## src/rtl/uart_tx_arbiter_if.sv

```systemverilog
// Producer/transmitter-side bundle of the UART transmit arbiter.
// The arbiter takes the slave modport; the producers/transmitter side takes the master modport.
interface uart_tx_arbiter_if #(
   parameter int NUM_REQ = 4,
   parameter int IDW     = $clog2(NUM_REQ)
);
   logic [NUM_REQ-1:0]   req;
   logic [8*NUM_REQ-1:0] req_data;
   logic [NUM_REQ-1:0]   ack;
   logic                 tx_busy;
   logic [7:0]           tx_data;
   logic                 tx_data_ready;
   logic [IDW-1:0]       grant_id;
   logic                 active;

   modport master (
      output req, req_data, tx_busy,
      input  ack, tx_data, tx_data_ready, grant_id, active
   );

   modport slave (
      input  req, req_data, tx_busy,
      output ack, tx_data, tx_data_ready, grant_id, active
   );
endinterface

```

## src/rtl/uart_tx_arbiter.sv

```systemverilog
// Round-robin arbiter sharing one UART transmitter between NUM_REQ byte producers.
// Define UART_ARB_TAG_EN to prefix every granted byte with an ASCII tag byte ("0" + grant_id).
module uart_tx_arbiter #(
   parameter int NUM_REQ      = 4,
   parameter int BUSY_TIMEOUT = 8,
   parameter int IDW          = $clog2(NUM_REQ)
) (
   input logic             clk_25mhz,
   input logic             resetn,
   uart_tx_arbiter_if.slave bus
);
   localparam int                CNT_W    = (BUSY_TIMEOUT > 2) ? $clog2(BUSY_TIMEOUT) : 1;
   localparam logic [CNT_W-1:0]  CNT_LAST = CNT_W'(BUSY_TIMEOUT - 1);
   localparam logic [IDW-1:0]    LAST_RST = IDW'(NUM_REQ - 1);

   typedef enum logic [2:0] {
      IDLE,
      STROBE,
      WAIT_BUSY,
      WAIT_DONE
`ifdef UART_ARB_TAG_EN
      ,
      TAG_STROBE,
      TAG_WAIT_BUSY,
      TAG_WAIT_DONE
`endif
   } state_t;

   state_t             state, state_nxt;
   logic [IDW-1:0]     last, last_nxt;
   logic [CNT_W-1:0]   cnt, cnt_nxt;
   logic [NUM_REQ-1:0] ack_nxt;
   logic [7:0]         tx_data_nxt;
   logic               rdy_nxt;
   logic [IDW-1:0]     grant_nxt;
   logic               active_nxt;
   logic               frame_end;
   logic [IDW-1:0]     pick_idx;
   logic               pick_vld;
   logic [7:0]         pick_byte;
`ifdef UART_ARB_TAG_EN
   logic [7:0]         payload, payload_nxt;
   logic               tag_end;
`endif

   // Round-robin search from last+1; scanning backwards lets the nearest candidate win.
   always_comb begin : rr_search
      int idx;
      idx       = 0;
      pick_vld  = 1'b0;
      pick_idx  = '0;
      pick_byte = 8'h00;
      for (int k = NUM_REQ; k >= 1; k--) begin
         idx = int'(last) + k;
         if (idx >= NUM_REQ) idx = idx - NUM_REQ;
         if (bus.req[IDW'(idx)]) begin
            pick_vld = 1'b1;
            pick_idx = IDW'(idx);
         end
      end
      for (int i = 0; i < NUM_REQ; i++) begin
         if (pick_idx == IDW'(i)) pick_byte = bus.req_data[8*i +: 8];
      end
   end

   always_comb begin
      state_nxt   = state;
      last_nxt    = last;
      cnt_nxt     = cnt;
      ack_nxt     = '0;
      tx_data_nxt = bus.tx_data;
      rdy_nxt     = 1'b0;
      grant_nxt   = bus.grant_id;
      active_nxt  = bus.active;
      frame_end   = 1'b0;
`ifdef UART_ARB_TAG_EN
      payload_nxt = payload;
      tag_end     = 1'b0;
`endif
      case (state)
         IDLE: begin
            if (pick_vld && !bus.tx_busy) begin
               ack_nxt[pick_idx] = 1'b1;
               grant_nxt         = pick_idx;
               last_nxt          = pick_idx;
               active_nxt        = 1'b1;
`ifdef UART_ARB_TAG_EN
               tx_data_nxt = 8'h30 + 8'(pick_idx);
               payload_nxt = pick_byte;
               state_nxt   = TAG_STROBE;
`else
               tx_data_nxt = pick_byte;
               state_nxt   = STROBE;
`endif
            end
         end
         STROBE: begin
            rdy_nxt   = 1'b1;
            cnt_nxt   = '0;
            state_nxt = WAIT_BUSY;
         end
         // A transmitter that never raises busy is treated as having finished the frame.
         WAIT_BUSY: begin
            if (bus.tx_busy)          state_nxt = WAIT_DONE;
            else if (cnt == CNT_LAST) frame_end = 1'b1;
            else                      cnt_nxt   = cnt + CNT_W'(1);
         end
         WAIT_DONE: begin
            if (!bus.tx_busy) frame_end = 1'b1;
         end
`ifdef UART_ARB_TAG_EN
         TAG_STROBE: begin
            rdy_nxt   = 1'b1;
            cnt_nxt   = '0;
            state_nxt = TAG_WAIT_BUSY;
         end
         TAG_WAIT_BUSY: begin
            if (bus.tx_busy)          state_nxt = TAG_WAIT_DONE;
            else if (cnt == CNT_LAST) tag_end   = 1'b1;
            else                      cnt_nxt   = cnt + CNT_W'(1);
         end
         TAG_WAIT_DONE: begin
            if (!bus.tx_busy) tag_end = 1'b1;
         end
`endif
         default: state_nxt = IDLE;
      endcase

      if (frame_end) begin
         active_nxt = 1'b0;
         state_nxt  = IDLE;
      end
`ifdef UART_ARB_TAG_EN
      // Tag byte done: present the held payload and run a second strobe sequence.
      if (tag_end) begin
         tx_data_nxt = payload;
         state_nxt   = STROBE;
      end
`endif
   end

   always_ff @(posedge clk_25mhz) begin
      if (!resetn) begin
         state             <= IDLE;
         last              <= LAST_RST;
         cnt               <= '0;
         bus.ack           <= '0;
         bus.tx_data       <= 8'h00;
         bus.tx_data_ready <= 1'b0;
         bus.grant_id      <= '0;
         bus.active        <= 1'b0;
      end else begin
         state             <= state_nxt;
         last              <= last_nxt;
         cnt               <= cnt_nxt;
         bus.ack           <= ack_nxt;
         bus.tx_data       <= tx_data_nxt;
         bus.tx_data_ready <= rdy_nxt;
         bus.grant_id      <= grant_nxt;
         bus.active        <= active_nxt;
      end
   end

`ifdef UART_ARB_TAG_EN
   always_ff @(posedge clk_25mhz) begin
      payload <= payload_nxt;
   end
`endif
endmodule

```

## src/flat_wrapper.sv

```systemverilog
// flat-port wrapper written by rule: the top's interface ports become plain ports
module uart_tx_arbiter_flat 
#(
   parameter int NUM_REQ      = 4,
   parameter int BUSY_TIMEOUT = 8,
   parameter int IDW          = $clog2(NUM_REQ)
)
  (clk_25mhz, resetn, bus_req, bus_req_data, bus_tx_busy, bus_ack, bus_tx_data, bus_tx_data_ready, bus_grant_id, bus_active);
  uart_tx_arbiter_if #(.NUM_REQ(NUM_REQ), .IDW(IDW)) bus_i ();
  input logic clk_25mhz;
  input logic resetn;
  input wire logic [$bits(bus_i.req)-1:0] bus_req;
  input wire logic [$bits(bus_i.req_data)-1:0] bus_req_data;
  input wire logic [$bits(bus_i.tx_busy)-1:0] bus_tx_busy;
  output wire logic [$bits(bus_i.ack)-1:0] bus_ack;
  output wire logic [$bits(bus_i.tx_data)-1:0] bus_tx_data;
  output wire logic [$bits(bus_i.tx_data_ready)-1:0] bus_tx_data_ready;
  output wire logic [$bits(bus_i.grant_id)-1:0] bus_grant_id;
  output wire logic [$bits(bus_i.active)-1:0] bus_active;
  assign bus_i.req = bus_req;
  assign bus_i.req_data = bus_req_data;
  assign bus_i.tx_busy = bus_tx_busy;
  assign bus_ack = bus_i.ack;
  assign bus_tx_data = bus_i.tx_data;
  assign bus_tx_data_ready = bus_i.tx_data_ready;
  assign bus_grant_id = bus_i.grant_id;
  assign bus_active = bus_i.active;
  uart_tx_arbiter #(.NUM_REQ(NUM_REQ), .BUSY_TIMEOUT(BUSY_TIMEOUT), .IDW(IDW)) u_core (.clk_25mhz(clk_25mhz), .resetn(resetn), .bus(bus_i));
endmodule
```

## config.mk

```make
export PLATFORM = sky130hd
export DESIGN_NAME = uart_tx_arbiter_flat
export DESIGN_NICKNAME = d
export VERILOG_FILES = /design/src/rtl/uart_tx_arbiter_if.sv /design/src/rtl/uart_tx_arbiter.sv /design/src/flat_wrapper.sv
export SDC_FILE = /design/constraint.sdc
export NUM_CORES = 1
export LEC_CHECK = 0
export BUFFER_PORTS_ARGS = -buffer_cell sky130_fd_sc_hd__buf_2
export CORE_MARGIN = 3
export CORE_UTILIZATION = 43
export CTS_BUF_LIST = sky130_fd_sc_hd__clkbuf_4
export DETAILED_ROUTE_END_ITERATION = 8
export PLACE_DENSITY = 0.77
export SYNTH_ARGS = -nofsm -noshare
export SYNTH_HDL_FRONTEND = slang
export SYNTH_SLANG_ARGS = --single-unit
```

## constraint.sdc

```tcl
create_clock -name clk_25mhz -period 1.49 [get_ports clk_25mhz]
set_clock_uncertainty 0.05 [all_clocks]
set_input_delay 0.149 -clock clk_25mhz [delete_from_list [all_inputs] [get_ports clk_25mhz]]
set_output_delay 0.149 -clock clk_25mhz [all_outputs]
set_load 0.005 [all_outputs]
```

After elaboration in Yosys (flattened, before gate mapping)
Cells that the tools add are included.

word-level totals
  bits in registers = 24
  bits in latches = 0
  RAM bits = 0
  memory bits (read-only) = 0
  output and inout bits = 16
  logic and storage cells = 92
  memories kept = 0

operators by class
  add/sub/neg operators = 9
  multiply operators = 0
  div/mod/pow operators = 0
  order comparisons = 10
  eq/ne operators = 11
  shift operators = 0
  multiplexer cells = 41
  bitwise logic cells = 2
  reduce and logical (&&, ||, !) cells = 11

operators by type and width
  operator                                                           count
  two-way mux 8 bit                                                  4
  two-way mux 1 bit                                                  17
  < comparator 2 x 4 -> 1 bit, second input constant                 4
  two-way mux 2 bit                                                  8
  two-way mux 3 bit                                                  4
  case mux 3 bit (4 select lines)                                    1
  greater-or-equal comparator 3 bit, second input constant           3
  AND reduction 3 bit                                                3
  binary-select mux 1 bit (select 2 bit)                             4
  subtractor 2 x 1 -> 2 bit, second input constant                   4
  adder 2 x 2 -> 3 bit, second input constant                        2
  == test 3 x 2 -> 1 bit, second input constant                      2
  != test 2 bit, second input constant                               3
  case mux 3 bit (2 select lines)                                    1
  adder 2 x 3 -> 4 bit, second input constant                        1
  == test 2 bit, second input constant                               2
  greater-or-equal comparator 4 x 3 -> 1 bit, second input constant  1
  adder 2 x 1 -> 3 bit, second input constant                        1
  adder 3 x 1 -> 3 bit, second input constant                        1
  == test 3 x 1 -> 1 bit, second input constant                      1
  == test 3 bit, second input constant                               1
  logical NOT 3 bit                                                  1
  < comparator 2 x 3 -> 1 bit, second input constant                 1
  demux 1 bit (select 2 bit)                                         1
  11 further kinds                                                   13

Longest topological paths before layout
Gate-level depths: netlist (run 1).

  depth in word-level cells = 15
  mapped depth = 7
  mapped depth without buffers = 7

Worst setup path before layout (run 1)
No wires, ideal clock.

  kind = reg2reg
  start point = register u_core.last[1]
  end point = register u_core.bus.tx_data[0]
  arrival time = 1.451 ns
  data required time = 1.305 ns
  slack = -0.145 ns
  stages on the path, launching flop included = 8
  buffers on the path = 2
  period minus slack after synthesis = 1.635 ns
  cell sequence = dfxtp_1 -> mux2i_1 -> o21ai_2 -> or2_1 -> buf_6 -> buf_12 -> mux2i_1 -> o221ai_1

between the ends
  cells in the longest elaborated chain, start to end = 15

ends and longest elaborated chain
  item                                                                                     line                      text
  start: declaration                                                                       uart_tx_arbiter.sv:30     logic [IDW-1:0] last, last_nxt;
  start signal: assignment                                                                 uart_tx_arbiter.sv:154    last <= last_nxt;
  adder 2 x 3 -> 4 bit                                                                     uart_tx_arbiter.sv:54     idx = int'(last) + k;
  greater-or-equal comparator 4 x 3 -> 1 bit or subtractor 2 x 1 -> 2 bit (tied branches)  uart_tx_arbiter.sv:55     if (idx >= NUM_REQ) idx = idx - NUM_REQ;
  two-way mux 2 bit                                                                        uart_tx_arbiter.sv:55
  binary-select mux 1 bit (select 2 bit)                                                   uart_tx_arbiter.sv:56     if (bus.req[IDW'(idx)]) begin
  two-way mux 1 bit (not written as such) (2 in a row)                                     uart_tx_arbiter.sv:56
  two-way mux 2 bit (4 in a row)                                                           uart_tx_arbiter.sv:56
  logical NOT 2 bit                                                                        uart_tx_arbiter.sv:62     if (pick_idx == IDW'(i)) pick_byte = bus.req_data[8*i +: 8];
  two-way mux 8 bit (4 in a row)                                                           uart_tx_arbiter.sv:62
  end signal: assignment                                                                   uart_tx_arbiter.sv:157    bus.tx_data <= tx_data_nxt;
  end: declaration                                                                         uart_tx_arbiter_if.sv:23  output ack, tx_data, tx_data_ready, grant_id, active

Several ways; a longest one is shown, not always the timed one. The select of a mux whose other input is x is not followed.
A chain may end at the register's enable or synchronous reset.

Worst setup path after layout (run 1)
  start point = register u_core.last[1]
  end point = register u_core.bus.tx_data[5]

The elaborated chain is that of the path after synthesis.

==> results of run 1 <==
path summary, 6_finish.rpt:
path,from,to,slack [ns]
setup reg to reg,u_core.last[1],u_core.bus.tx_data[5],-0.18
hold reg to reg,u_core.bus.grant_id[1],u_core.bus.grant_id[1],0.43
setup / recovery,u_core.last[1],u_core.bus.tx_data[5],-0.18
hold / removal,bus_req_data[26],u_core.bus.tx_data[2],0.06
critical path, delay by kind of cell (launching register included):
kind / cells / cell delay [ns]
multiplexers: 2 / 0.36
flip-flops: 1 / 0.40
AND/OR/NAND/NOR: 1 / 0.26
AO/OA/AOI/OAI: 2 / 0.34
buffers and inverters: 1 / 0.16
flip-flops by register name, indices dropped and copies added (netlist names):
| name | cells |
|---|---|
| u_core.bus.ack | 4 |
| u_core.bus.active | 1 |
| u_core.bus.grant_id | 2 |
| u_core.bus.tx_data | 8 |
| u_core.bus.tx_data_ready | 1 |
| u_core.cnt | 3 |
| u_core.last | 2 |
| u_core.state | 2 |
cell usage after synthesis:
library cell / count
sky130_fd_sc_hd__nand3b_1: 2
sky130_fd_sc_hd__o21ai_0: 5
sky130_fd_sc_hd__buf_6: 1
sky130_fd_sc_hd__nand3_1: 9
sky130_fd_sc_hd__nand2_1: 11
sky130_fd_sc_hd__o21bai_1: 1
sky130_fd_sc_hd__mux2i_1: 18
sky130_fd_sc_hd__inv_1: 3
sky130_fd_sc_hd__a211oi_1: 3
sky130_fd_sc_hd__clkbuf_1: 3
sky130_fd_sc_hd__a21boi_1: 1
sky130_fd_sc_hd__or2_1: 1
sky130_fd_sc_hd__buf_12: 1
sky130_fd_sc_hd__nor2b_1: 2
sky130_fd_sc_hd__ha_1: 6
sky130_fd_sc_hd__a21boi_0: 2
sky130_fd_sc_hd__o21ai_2: 1
sky130_fd_sc_hd__a21o_1: 1
sky130_fd_sc_hd__o21a_1: 2
sky130_fd_sc_hd__a31oi_1: 1
sky130_fd_sc_hd__o221ai_1: 6
sky130_fd_sc_hd__a2111oi_0: 2
sky130_fd_sc_hd__a21oi_1: 4
sky130_fd_sc_hd__nor4_1: 1
sky130_fd_sc_hd__nor3_1: 1
sky130_fd_sc_hd__o21ai_1: 1
sky130_fd_sc_hd__nand2b_1: 3
sky130_fd_sc_hd__and2_1: 3
sky130_fd_sc_hd__nor2_1: 11
sky130_fd_sc_hd__buf_2: 1
sky130_fd_sc_hd__dfxtp_1: 23
stage by stage:
stage          hold slack, ns  instance area (sq um)  TNS [ns]
6_report              0.05508                   1881   -0.9127
5_1_grt               0.05389                   1881    -1.516
4_1_cts               0.07575                   1709   -0.6660
3_5_place_dp           0.4029                   1632    -1.084
3_3_place_gp           0.3864                   1632   -0.5775
2_1_floorplan          0.2987                   1201   -0.5087
layer usage:
| layer | vias up | global-route usage (%) | routed length [um] |
|---|---|---|---|
| met1 | 603 | 23.51 | 1511 |
| met4 | 0 | 9.385 | 102 |
| met3 | 10 | 3.947 | 215 |
| met2 | 46 | 34.93 | 2000 |
| li1 | 633 | - | - |
| met5 | - | 0 | 0 |
where the power goes:
group | total, W | switching (W) | internal [W]
sequential | 0.000865 | 0.0000920 | 0.000773
combinational | 0.00147 | 0.000676 | 0.000794
clock | 0.000321 | 0.000197 | 0.000123
layout make-up:
type / count / share of cell area, %
well taps: 30 / 1.996
inverters: 3 / 0.5988
flip-flops and latches: 23 / 24.88
repair buffers: 80 / 26.01
clock buffers: 4 / 1.597
multi-input cells: 98 / 44.91
logic make-up after synthesis:
family	after synthesis
simple gates	44
mux	18
flops	23
compound gates	30
buf+inv	9
fa+ha+maj	6
what timing repair did:
| item | CTS | global route |
|---|---|---|
| pin swaps | 4 | 3 |
| setup buffers | 0 | 5 |
| hold endpoints to repair | 0 | 0 |
| endpoints found under the setup margin | 14 | 20 |
| gates resized for setup | 14 | 32 |
==> metrics.log, run 1 <==
INFO  metric report.power.total = between 0.002 and 0.003 W
INFO  metric layout_commonest_cell = sky130_fd_sc_hd__buf_2
INFO  metric status = finished with violations
INFO  metric timing.critical_path.fanout_max = 11
INFO  metric synth.yosys.warnings = 0
INFO  metric report.final.setup_viol = 11
INFO  metric vias_in_the_first_global_route = about 1200
INFO  metric cp_cell_sequence = mux2i_2 > o21ai_2 > or2_4 > buf_12 > mux2i_1 > a211oi_1
INFO  metric clk_latency_worst_skew_pair = about 0.32 ns
INFO  metric post_drt_wl_per_cell = 16.09 um
INFO  metric worstHoldPathCells = 3
INFO  metric grt_pass1_wl = approximately 5.3 mm
INFO  metric power.ir.vdd_worst = between 1 and 1.5 mV
INFO  metric die_area = 3447 sq um
INFO  metric max_incr_delay_on_cp = about 0.40 ns
INFO  metric layout-area-overhead-vs-synth = 57.38%
INFO  metric ys_top_cells_by_area = sky130_fd_sc_hd__dfxtp_1 39%, sky130_fd_sc_hd__mux2i_1 15%, sky130_fd_sc_hd__ha_1 6.3%, sky130_fd_sc_hd__o221ai_1 4.4%, sky130_fd_sc_hd__nand3_1 3.8%
INFO  metric cts.sinks = 23
INFO  metric synth_top_cell_area_share = roughly two fifths
INFO  metric max-slew-margin-rel = 67.14%
INFO  metric final_min_period_over_clock_period = 111.8%
INFO  metric routed_wl = roughly 3.8 mm
INFO  metric dp_hpwl = 2.610 mm
INFO  metric final_period_minus_worst_setup_slack = 1.666 ns
INFO  metric hold_path.class = input port to flop
INFO  metric drv_slew = 0
INFO  metric critical_path.slowest_cell = sky130_fd_sc_hd__dfxtp_4
INFO  metric cts_buffers = 3
INFO  metric multi_input_comb_area = between 800 and 900 sq um
INFO  metric antennaDiodeCount = 0
INFO  metric die_height = ~60 um
INFO  metric groute.usage.overall = between 20% and 30%
INFO  metric hold_fix_buffer_count_after_cts = 0
INFO  metric buffers_from_clock_root_to_sink_at_most = 2
INFO  metric simple_logic_cell_fraction_of_the_synthesized_area = between 15 and 20%
INFO  metric grt_max_degree = 16
INFO  metric power_leakage = 0.8899 nW
INFO  metric place.detailed.instances = 229
INFO  metric post-route-util = around three quarters
INFO  metric place.gp.congestion = between 0.8 and 0.9
INFO  metric most-common-layout-cells = 54 x sky130_fd_sc_hd__buf_2, 22 x sky130_fd_sc_hd__buf_4, 19 x sky130_fd_sc_hd__dfxtp_1, 12 x sky130_fd_sc_hd__mux2i_1
INFO  metric grt.overflow.total = 0
INFO  metric die_width = approximately 60 um
INFO  metric htreeDepth = 1
INFO  metric dr_total_vias = about 1300
INFO  metric clock_tree_from_tritoncts = done
INFO  metric synth_fp_nets = ~180
INFO  metric n_fill_cell = ~180
INFO  metric final_nets = 254
INFO  metric port_buffers = between 50 and 60
INFO  metric fmax = 600.3 MHz
INFO  metric synth_area_per_cell = between 9 and 10 sq um
INFO  metric syn_area = 1195 sq um
INFO  metric synth_xor_xnor_area_share = 0%
INFO  metric synth.area.mux_share = about 15%
INFO  metric area_inside_the_core_boundary = around 2600 sq um
INFO  metric first_iter_violations = 65
INFO  metric postRouteAntennaNets = 0
INFO  metric cts.reportedPaths.clkPinSlew = 0.13 ns
INFO  metric critPathKind = flop to flop
INFO  metric final_cell_count_no_fill = between 200 and 250
INFO  metric startpoint_kind_of_the_worst_setup_timing_path = flop
INFO  metric critPathArrivalTime = 1.85 ns
INFO  metric antenna_violations_before_repair = 0
INFO  metric drt_drc_violations_left = 0
INFO  metric timing.critical_path.required = 1.68 ns
INFO  metric r2r.worst_path.cells = 6
INFO  metric floorplan.io_pins = 55
INFO  metric placement_rows = 18
INFO  metric post_synth_inst_count = 130
INFO  metric timing_hold_violations_final = 0
INFO  metric pwr_density_cell = around 1400 nW/um^2
INFO  metric crit_path_capture_type = flop
INFO  metric post_synth_adder_cell_area = between 6 and 7%
INFO  metric synth_compound_area_share = 17.59%
INFO  metric violations = negative setup slack
INFO  metric synth.ff_latch_count = 23
INFO  metric synthDominantAreaCellType = sky130_fd_sc_hd__dfxtp_1
INFO  metric drt_pre_antenna_iters = 4
INFO  metric timing.final.ws_setup = -0.1757 ns
INFO  metric netlist-cell-type-count = 31
INFO  metric dominant_combinational_cell_family_by_area_after_synthesis = compound AO/OA/AOI/OAI gates
INFO  metric via_to_cell_ratio = about 5.4
INFO  metric rsz_0062_raised_after_global_routing = yes
INFO  metric ctsRootBufferMaster = sky130_fd_sc_hd__clkbuf_4
INFO  metric final-seq-area = approximately 470 sq um
INFO  metric initial_core_util = between 40% and 50%
INFO  metric synth_sequential_area_ratio = about two fifths
INFO  metric pre_cts_slack = -0.2047 ns
INFO  metric maxCapViolCount = 0
INFO  metric fraction_of_layout_cells_with_a_size_suffix_above_1 = a little under three fifths
INFO  metric timing_worst_slew_pin_value = 0.4884 ns
Power figures use the tool's default switching activity.
==> run 2, diff against run 1 <==
--- a/config.mk
+++ b/config.mk
@@ -10,7 +10,7 @@
 export CORE_UTILIZATION = 43
 export CTS_BUF_LIST = sky130_fd_sc_hd__clkbuf_4
 export DETAILED_ROUTE_END_ITERATION = 8
-export PLACE_DENSITY = 0.77
+export PLACE_DENSITY = 0.88
 export SYNTH_ARGS = -nofsm -noshare
 export SYNTH_HDL_FRONTEND = slang
 export SYNTH_SLANG_ARGS = --single-unit
==> run 2 against run 1 <==
- the run still ends with negative setup slack left
- power shrank 2.7%
- clock power shrank 7.8%
- hold slack gained 0.011 ns
- cell area shrank 2.0%
- wire length shrank 7.7%
- fmax grew 5.3%
- sequential share of layout area grew 0.44 points
- setup slack gained 0.084 ns
- count of clock-buffer cells in the layout shrank 1
- core utilization shrank 1.5 points
- global-route usage shrank 1.7 points
- largest power group unchanged
==> metrics.log, run 2 (synthesis results as in run 1) <==
INFO  metric critPathKind = flop to flop
INFO  metric postRouteAntennaNets = 0 (unchanged)
INFO  metric report.final.setup_viol = 8 (-3)
INFO  metric critical_path.slowest_cell = sky130_fd_sc_hd__dfxtp_4
INFO  metric most-common-layout-cells = 54 x sky130_fd_sc_hd__buf_2, 20 x sky130_fd_sc_hd__dfxtp_1, 18 x sky130_fd_sc_hd__buf_4, 15 x sky130_fd_sc_hd__mux2i_1
INFO  metric crit-reg2reg-launch = u_core.last[1]
INFO  metric die_height = 58.72 um (unchanged)
INFO  metric hold_path.class = input port to flop
INFO  metric power.share.combinational = 55.4% (about the same)
INFO  metric timing.critical_path.fanout_max = 6 (-5)
INFO  metric timing.critical_path.required = 1.66 ns (-0.02 ns)
INFO  metric routed_wl = 3.535 mm (-7.7%)
INFO  metric n_fill_cell = 197 (+8.8%)
INFO  metric power.ir.vdd_worst = 0.9913 mV (-10%)
INFO  metric placement_rows = 18 (unchanged)
INFO  metric power_leakage = 0.8761 nW (-1.5%)
INFO  metric clock_tree_from_tritoncts = done
INFO  metric pwr-share-seq = 33.2% (+0.6 points)
INFO  metric antennaDiodeCount = 0 (unchanged)
INFO  metric cp_cell_sequence = mux2i_1 > o21ai_2 > or2_4 > clkbuf_16 > mux2i_1 > o221ai_2
INFO  metric max-slew-margin-rel = 70.92% (+3.8 points)
INFO  metric cellInternalPower = 0.001636 W (-3.2%)
INFO  metric ctsRootBufferMaster = sky130_fd_sc_hd__clkbuf_4
INFO  metric layout_commonest_cell = sky130_fd_sc_hd__buf_2
INFO  metric timing_worst_slew_pin_value = 0.4346 ns (-0.05379 ns)
INFO  metric status = finished with violations
INFO  metric dp_hpwl = 2.387 mm (-8.5%)
INFO  metric min_to = u_core.bus.tx_data[2]
INFO  metric worstHoldPathCells = 3 (unchanged)
INFO  metric antenna_violations_before_repair = 0 (unchanged)
INFO  metric fraction_of_layout_cells_with_a_size_suffix_above_1 = 52.45% (-3.8 points)
INFO  metric die_area = 3447 sq um (unchanged)
INFO  metric timing.final.ws_setup = -0.09146 ns (+0.08428 ns)
INFO  metric place.gp.congestion = 0.8755 (+5.5%)
INFO  metric grt_max_degree = 20 (+4)
INFO  metric startpoint_kind_of_the_worst_setup_timing_path = flop
INFO  metric power.switching = 0.0009484 W (-1.8%)
INFO  metric critPathArrivalTime = 1.75 ns (-0.10 ns)
INFO  metric drv_slew = 0 (unchanged)
INFO  metric start_point_of_the_worst_hold_path = bus_req_data[18]
INFO  metric cts.reportedPaths.clkPinSlew = 0.13 ns (about the same)
INFO  metric final_nets = 250 (-1.6%)
INFO  metric via_to_cell_ratio = 5.427 (about the same)
INFO  metric dr_total_vias = 1270 (-1.7%)
INFO  metric drt_pre_antenna_iters = 4 (unchanged)
INFO  metric largest_registers_ranked_by_flip_flop_count = u_core.bus.tx_data (8), u_core.bus.ack (4), u_core.cnt (3)
INFO  metric regToRegEndpoint = u_core.bus.tx_data[3]
INFO  metric r2r.worst_path.cells = 6 (unchanged)
INFO  metric fmax = 632.3 MHz (+5.3%)
INFO  metric grt_pass1_wl = 4.912 mm (-6.9%)
INFO  metric critPathMostFrequentCell = sky130_fd_sc_hd__mux2i_1
INFO  metric rrSetupSlack = -0.09 ns (+0.08 ns)
INFO  metric pwr_density_cell = 1402 nW/um^2 (-0.70%)
INFO  metric clk_latency_worst_skew_pair = 0.31 ns (about the same)
INFO  metric groute.usage.overall = 18.31% (-1.7 points)
INFO  metric die_width = 58.72 um (unchanged)
INFO  metric switching_share = 36.70% (+0.34 points)
INFO  metric violations = negative setup slack
INFO  metric post_drt_wl_per_cell = 15.11 um (-6.1%)
INFO  metric rsz_0062_raised_after_global_routing = yes
INFO  metric timing.hold.ws = 0.06597 ns (+0.01088 ns)
INFO  metric crit_path_capture_type = flop
INFO  metric initial_core_util = 46.54% (unchanged)
INFO  metric pre_cts_slack = -0.1339 ns (+0.07086 ns)
INFO  metric maxCapViolCount = 0 (unchanged)
INFO  metric cts.sinks = 23 (unchanged)
INFO  metric top_register = u_core.bus.tx_data
INFO  metric max_incr_delay_on_cp = 0.39 ns (about the same)
INFO  metric clock_power_share = 11.4% (-0.7 points)
INFO  metric number_of_flip_flops_under_the_largest_register_name = 8 (unchanged)
INFO  metric final_min_period_over_clock_period = 106.1% (-5.7 points)
INFO  metric first_iter_violations = 46 (-29%)
INFO  metric area_inside_the_core_boundary = 2567 sq um (unchanged)
INFO  metric cts_buffers = 3 (unchanged)
INFO  metric floorplan.io_pins = 55 (unchanged)
INFO  metric drt_drc_violations_left = 0 (unchanged)
INFO  metric layout-area-overhead-vs-synth = 54.24%
INFO  metric port_buffers = 54 (unchanged)
INFO  metric vias_in_the_first_global_route = 1139 (-5.3%)
INFO  metric final_period_minus_worst_setup_slack = 1.581 ns (-0.08428 ns)
INFO  metric htreeDepth = 1 (unchanged)
INFO  metric timing_hold_violations_final = 0 (unchanged)
INFO  metric grt.overflow.total = 0 (unchanged)
INFO  metric buffers_from_clock_root_to_sink_at_most = 2 (unchanged)
## run 2: cell count changes in the layout (fill, tap and decap cells not counted), moves of 2 or more
cell	delta
sky130_fd_sc_hd__buf_4	-4
sky130_fd_sc_hd__mux2i_1	+3
sky130_fd_sc_hd__ha_1	-2
sky130_fd_sc_hd__mux2i_2	-2
sky130_fd_sc_hd__nor2_1	+2
sky130_fd_sc_hd__nor2_2	-2
sky130_fd_sc_hd__o221ai_1	+2
sky130_fd_sc_hd__o221ai_2	-2
## run 2: repair_timing
item	CTS	global route
buffers inserted	1	2
pin swaps	3	4
hold endpoints to repair	0	0
endpoints found under the setup margin	13	18
hold buffers	0	0
gates resized for setup	14	25
cloned	0	1
## run 2: worst max-delay path by stage
| stage | from | to | slack, ns | depth (start not counted) |
|---|---|---|---|---|
| 2_1_floorplan | u_core.last[1] | u_core.bus.tx_data[4] | -0.09 | 7 |
| 3_3_place_gp | u_core.state[0] | u_core.bus.tx_data[6] | -0.12 | 7 |
| 3_5_place_dp | u_core.last[0] | u_core.bus.tx_data[4] | -0.13 | 5 |
| 4_1_cts | u_core.last[1] | u_core.bus.tx_data[6] | -0.06 | 6 |
| 5_1_grt | u_core.last[1] | u_core.bus.tx_data[3] | -0.15 | 6 |
| 6_report | u_core.last[1] | u_core.bus.tx_data[3] | -0.09 | 6 |
## run 2: worst max-delay path, delay by kind of cell, from the launching register on
kind | cells | cell delay [ns]
AND/OR/NAND/NOR | 1 | 0.27
multiplexers | 2 | 0.41
flip-flops | 1 | 0.39
buffers and inverters | 1 | 0.17
AO/OA/AOI/OAI | 2 | 0.20
## run 2: metal layers
layer,vias to the layer above,track usage [%],part of all wire (%)
met4,0,6.472,0.68
met3,2,2.412,4.3
li1,620,-,-
met2,34,31.74,52
met5,-,0,0
met1,614,23.21,43
## run 2: power groups by stage
| stage | Sequential, W | Clock (W) | Combinational, W |
|---|---|---|---|
| after global routing | 0.000875 | 0.000326 | 0.00154 |
| after floorplan | 0.000869 | 0 | 0.000601 |
| final | 0.000857 | 0.000296 | 0.00143 |
| after detailed placement | 0.000859 | 0 | 0.00107 |
| after CTS | 0.000845 | 0.000301 | 0.00118 |
| after global placement | 0.000852 | 0 | 0.00105 |
## run 2: through the flow
| stage | util [%] | std cells | total power (W) | instance area, sq um | TNS [ns] |
|---|---|---|---|---|---|
| 5_1_grt | 71.78 | 234 | 0.002743 | 1843 | -1.288 |
| 4_1_cts | 66.18 | 231 | 0.002322 | 1699 | -0.3407 |
| 6_report | 71.78 | 234 | 0.002584 | 1843 | -0.5060 |
| 3_5_place_dp | 62.67 | 226 | 0.001933 | 1609 | -0.9854 |
| 3_3_place_gp | 62.67 | 226 | 0.001899 | 1609 | -0.6299 |
| 2_1_floorplan | - | 130 | 0.001470 | 1201 | -0.5087 |
## run 2: area by class of cell
type / count / area, sq um / area share [%]
Timing Repair Buffer: 76 / 473.0 / 25.66
Sequential cell: 23 / 466.7 / 25.32
Clock buffer: 3 / 22.52 / 1.222
Inverter: 3 / 11.26 / 0.6110
Multi-Input combinational cell: 98 / 827.0 / 44.87
Clock inverter: 1 / 5.005 / 0.2716
Tap cell: 30 / 37.54 / 2.037
==> run 3, diff against run 2 <==
--- a/config.mk
+++ b/config.mk
@@ -6,8 +6,11 @@
 export NUM_CORES = 1
 export LEC_CHECK = 0
 export BUFFER_PORTS_ARGS = -buffer_cell sky130_fd_sc_hd__buf_2
+export CAP_MARGIN = 40
+export CELL_PAD_IN_SITES_DETAIL_PLACEMENT = 0
+export CELL_PAD_IN_SITES_GLOBAL_PLACEMENT = 2
 export CORE_MARGIN = 3
-export CORE_UTILIZATION = 43
+export CORE_UTILIZATION = 24
 export CTS_BUF_LIST = sky130_fd_sc_hd__clkbuf_4
 export DETAILED_ROUTE_END_ITERATION = 8
 export PLACE_DENSITY = 0.88
==> run 3 against run 2 <==
- the flow still finishes with violations (negative setup slack)
- flip-flop and latch count stayed put
- clock power grew 12%
- sequential power down 0.9%
- wire length down 4.4%
- register-to-register slack got worse by 0.03 ns
- count of clock-buffer cells in the layout is 1 higher
- non-clock buffer count grew 4
- hold slack got worse by 0.052 ns
- sequential share of layout area decreased by 0.77 points
- setup slack worse by 0.029 ns
- power decreased by 0.70%
- combinational power down 3%
==> metrics.log, run 3 (synthesis results as in run 1) <==
INFO  metric dp_hpwl = 2.536 mm (+6.3%)
INFO  metric crit-reg2reg-launch = u_core.last[1]
INFO  metric regToRegEndpoint = u_core.bus.tx_data[6]
INFO  metric die_height = 76.56 um (+30%)
INFO  metric drt_drc_violations_left = 0 (unchanged)
INFO  metric timing_hold_violations_final = 0 (unchanged)
INFO  metric buffers_from_clock_root_to_sink_at_most = 2 (unchanged)
INFO  metric fraction_of_layout_cells_with_a_size_suffix_above_1 = 51.92% (-0.53 points)
INFO  metric cts_buffers = 3 (unchanged)
INFO  metric rsz_0062_raised_after_global_routing = yes
INFO  metric layout_commonest_cell = sky130_fd_sc_hd__buf_2
INFO  metric via_to_cell_ratio = 4.415 (-19%)
INFO  metric area_inside_the_core_boundary = 4755 sq um (+85%)
INFO  metric initial_core_util = 25.13% (-21 points)
INFO  metric timing.final.ws_setup = -0.1200 ns (-0.02856 ns)
INFO  metric start_point_of_the_worst_hold_path = resetn
INFO  metric die_width = 76.56 um (+30%)
INFO  metric antenna_violations_before_repair = 0 (unchanged)
INFO  metric hold_fix_buffer_count_after_cts = 0 (unchanged)
INFO  metric pre_cts_slack = -0.1615 ns (-0.02756 ns)
INFO  metric timing.critical_path.fanout_max = 6 (unchanged)
INFO  metric grt_pass1_wl = 5.195 mm (+5.8%)
INFO  metric maxCapViolCount = 0 (unchanged)
INFO  metric number_of_flip_flops_under_the_largest_register_name = 8 (unchanged)
INFO  metric top_register = u_core.bus.tx_data
INFO  metric die_area = 5861 sq um (+70%)
INFO  metric highest_layer = met4
INFO  metric first_iter_violations = 32 (-30%)
INFO  metric drt_pre_antenna_iters = 4 (unchanged)
INFO  metric timing.critical_path.required = 1.66 ns (about the same)
INFO  metric pwr_density_cell = 1347 nW/um^2 (-4.0%)
INFO  metric met1Wirelength = 1.444 mm (-5.6%)
INFO  metric switching_share = 35.59% (-1.1 points)
INFO  metric place.gp.congestion = 0.7763 (-11%)
INFO  metric routed_wl = 3.381 mm (-4.4%)
INFO  metric route.met2.wl = 1.775 mm (-3.0%)
INFO  metric power.switching = 0.0009133 W (-3.7%)
INFO  metric cellInternalPower = 0.001653 W (+1.0%)
INFO  metric clock_tree_from_tritoncts = done
INFO  metric ctsRootBufferMaster = sky130_fd_sc_hd__clkbuf_4
INFO  metric rrSetupSlack = -0.12 ns (-0.03 ns)
INFO  metric htreeDepth = 1 (unchanged)
INFO  metric most-common-layout-cells = 54 x sky130_fd_sc_hd__buf_2, 21 x sky130_fd_sc_hd__buf_4, 19 x sky130_fd_sc_hd__dfxtp_1, 16 x sky130_fd_sc_hd__mux2i_1
INFO  metric report.final.setup_viol = 8 (unchanged)
INFO  metric antennaDiodeCount = 0 (unchanged)
INFO  metric groute.usage.overall = 10.99% (-7.3 points)
INFO  metric clock_power_share = 12.9% (+1.5 points)
INFO  metric min_to = u_core.last[1]
INFO  metric final_period_minus_worst_setup_slack = 1.610 ns (+0.02856 ns)
INFO  metric power.share.combinational = 54.0% (-1.4 points)
INFO  metric layout-area-overhead-vs-synth = 59.48%
INFO  metric cts.sinks = 23 (unchanged)
INFO  metric violations = negative setup slack
INFO  metric postRouteAntennaNets = 0 (unchanged)
INFO  metric clk_latency_worst_skew_pair = 0.33 ns (+0.02 ns)
INFO  metric port_buffers = 54 (unchanged)
INFO  metric power.ir.vdd_worst = 0.5160 mV (-48%)
INFO  metric setup-tns-final = -0.6505 ns (-0.1445 ns)
INFO  metric startpoint_kind_of_the_worst_setup_timing_path = flop
INFO  metric hold_path.class = input port to flop
INFO  metric floorplan.io_pins = 55 (unchanged)
INFO  metric critPathKind = flop to flop
INFO  metric crit_path_capture_type = flop
INFO  metric fmax = 621.1 MHz (-1.8%)
INFO  metric pwr-share-seq = 33.1% (about the same)
INFO  metric status = finished with violations
INFO  metric vias_in_the_first_global_route = 1150 (+0.97%)
INFO  metric cts.reportedPaths.clkPinSlew = 0.13 ns (about the same)
INFO  metric drv_slew = 0 (unchanged)
INFO  metric placement_rows = 25 (+7)
INFO  metric metal3_wl = 98 um (-35%)
INFO  metric grt_max_degree = 14 (-30%)
INFO  metric final_nets = 254 (+1.6%)
INFO  metric max-slew-margin-rel = 72.03% (+1.1 points)
INFO  metric r2r.worst_path.cells = 6 (unchanged)
INFO  metric post_drt_wl_per_cell = 12.29 um (-19%)
INFO  metric timing_worst_slew_pin_value = 0.4180 ns (-0.01660 ns)
INFO  metric grt.overflow.total = 0 (unchanged)
INFO  metric worstHoldPathCells = 2 (-1)
INFO  metric power_leakage = 0.8852 nW (+1.0%)
INFO  metric final_min_period_over_clock_period = 108.1% (+1.9 points)
INFO  metric dr_total_vias = 1214 (-4.4%)
INFO  metric largest_registers_ranked_by_flip_flop_count = u_core.bus.tx_data (8), u_core.bus.ack (4), u_core.cnt (3)
INFO  metric critPathArrivalTime = 1.78 ns (+0.03 ns)
run 3: cell count changes in the layout (fill, tap and decap cells not counted), sizes merged:
cell    delta
clkbuf     +1
clkinv     -1
buf        +4
run 3: stage by stage:
step	area, sq um	power, W	utilization, %	hold WS (ns)	std cells
2_1_floorplan	1201	0.001470	-	0.2987	130
3_3_place_gp	1693	0.001952	35.61	0.3535	268
3_5_place_dp	1693	0.001941	35.61	0.3468	268
4_1_cts	1783	0.002352	37.50	0.01535	274
5_1_grt	1906	0.002767	40.08	-0.0006540	275
6_report	1906	0.002566	40.08	0.01431	275
run 3: power by group through the flow:
stage / sequential [W] / clock [W] / combinational (W)
after floorplan: 0.000869 / 0 / 0.000601
after global placement: 0.000852 / 0 / 0.00110
after detailed placement: 0.000849 / 0 / 0.00109
after CTS: 0.000838 / 0.000327 / 0.00119
after global routing: 0.000873 / 0.000371 / 0.00152
final: 0.000849 / 0.000331 / 0.00139
run 3: cell type report:
class	instances	area, sq um
clock buffers	4	30.03
fillers	511	2849
inverters	3	11.26
multi-input cells	98	805.8
flip-flops and latches	23	467.9
well taps	67	83.83
repair buffers	80	506.7
run 3: worst max-delay path by stage:
stage / start / to
detailed placement: u_core.last[1] / u_core.bus.tx_data[6]
global placement: u_core.last[1] / u_core.bus.tx_data[4]
floorplan: u_core.last[1] / u_core.bus.tx_data[4]
CTS: u_core.last[1] / u_core.bus.tx_data[1]
finish: u_core.last[1] / u_core.bus.tx_data[6]
global route: u_core.last[1] / u_core.bus.tx_data[6]
run 3: critical path, stage by stage (launching register included):
cell	delay, ns
sky130_fd_sc_hd__dfxtp_4	0.40
sky130_fd_sc_hd__mux2i_1	0.22
sky130_fd_sc_hd__o21ai_2	0.09
sky130_fd_sc_hd__or2_4	0.27
sky130_fd_sc_hd__buf_4	0.16
sky130_fd_sc_hd__mux2i_1	0.21
sky130_fd_sc_hd__a211oi_2	0.10
run 3: per-layer routing:
metal	global-route usage [%]	vias up
met5	0	-
met4	4.348	0
met3	2.009	5
met2	18.72	18
met1	13.64	568
li1	-	623
run 3: timing repair:
item / 4_1_cts / 5_1_grt
buffers inserted: 2 / 0
cloned: 0 / 1
endpoints found under the setup margin: 14 / 20
resized for setup: 12 / 24
pin swaps: 3 / 5
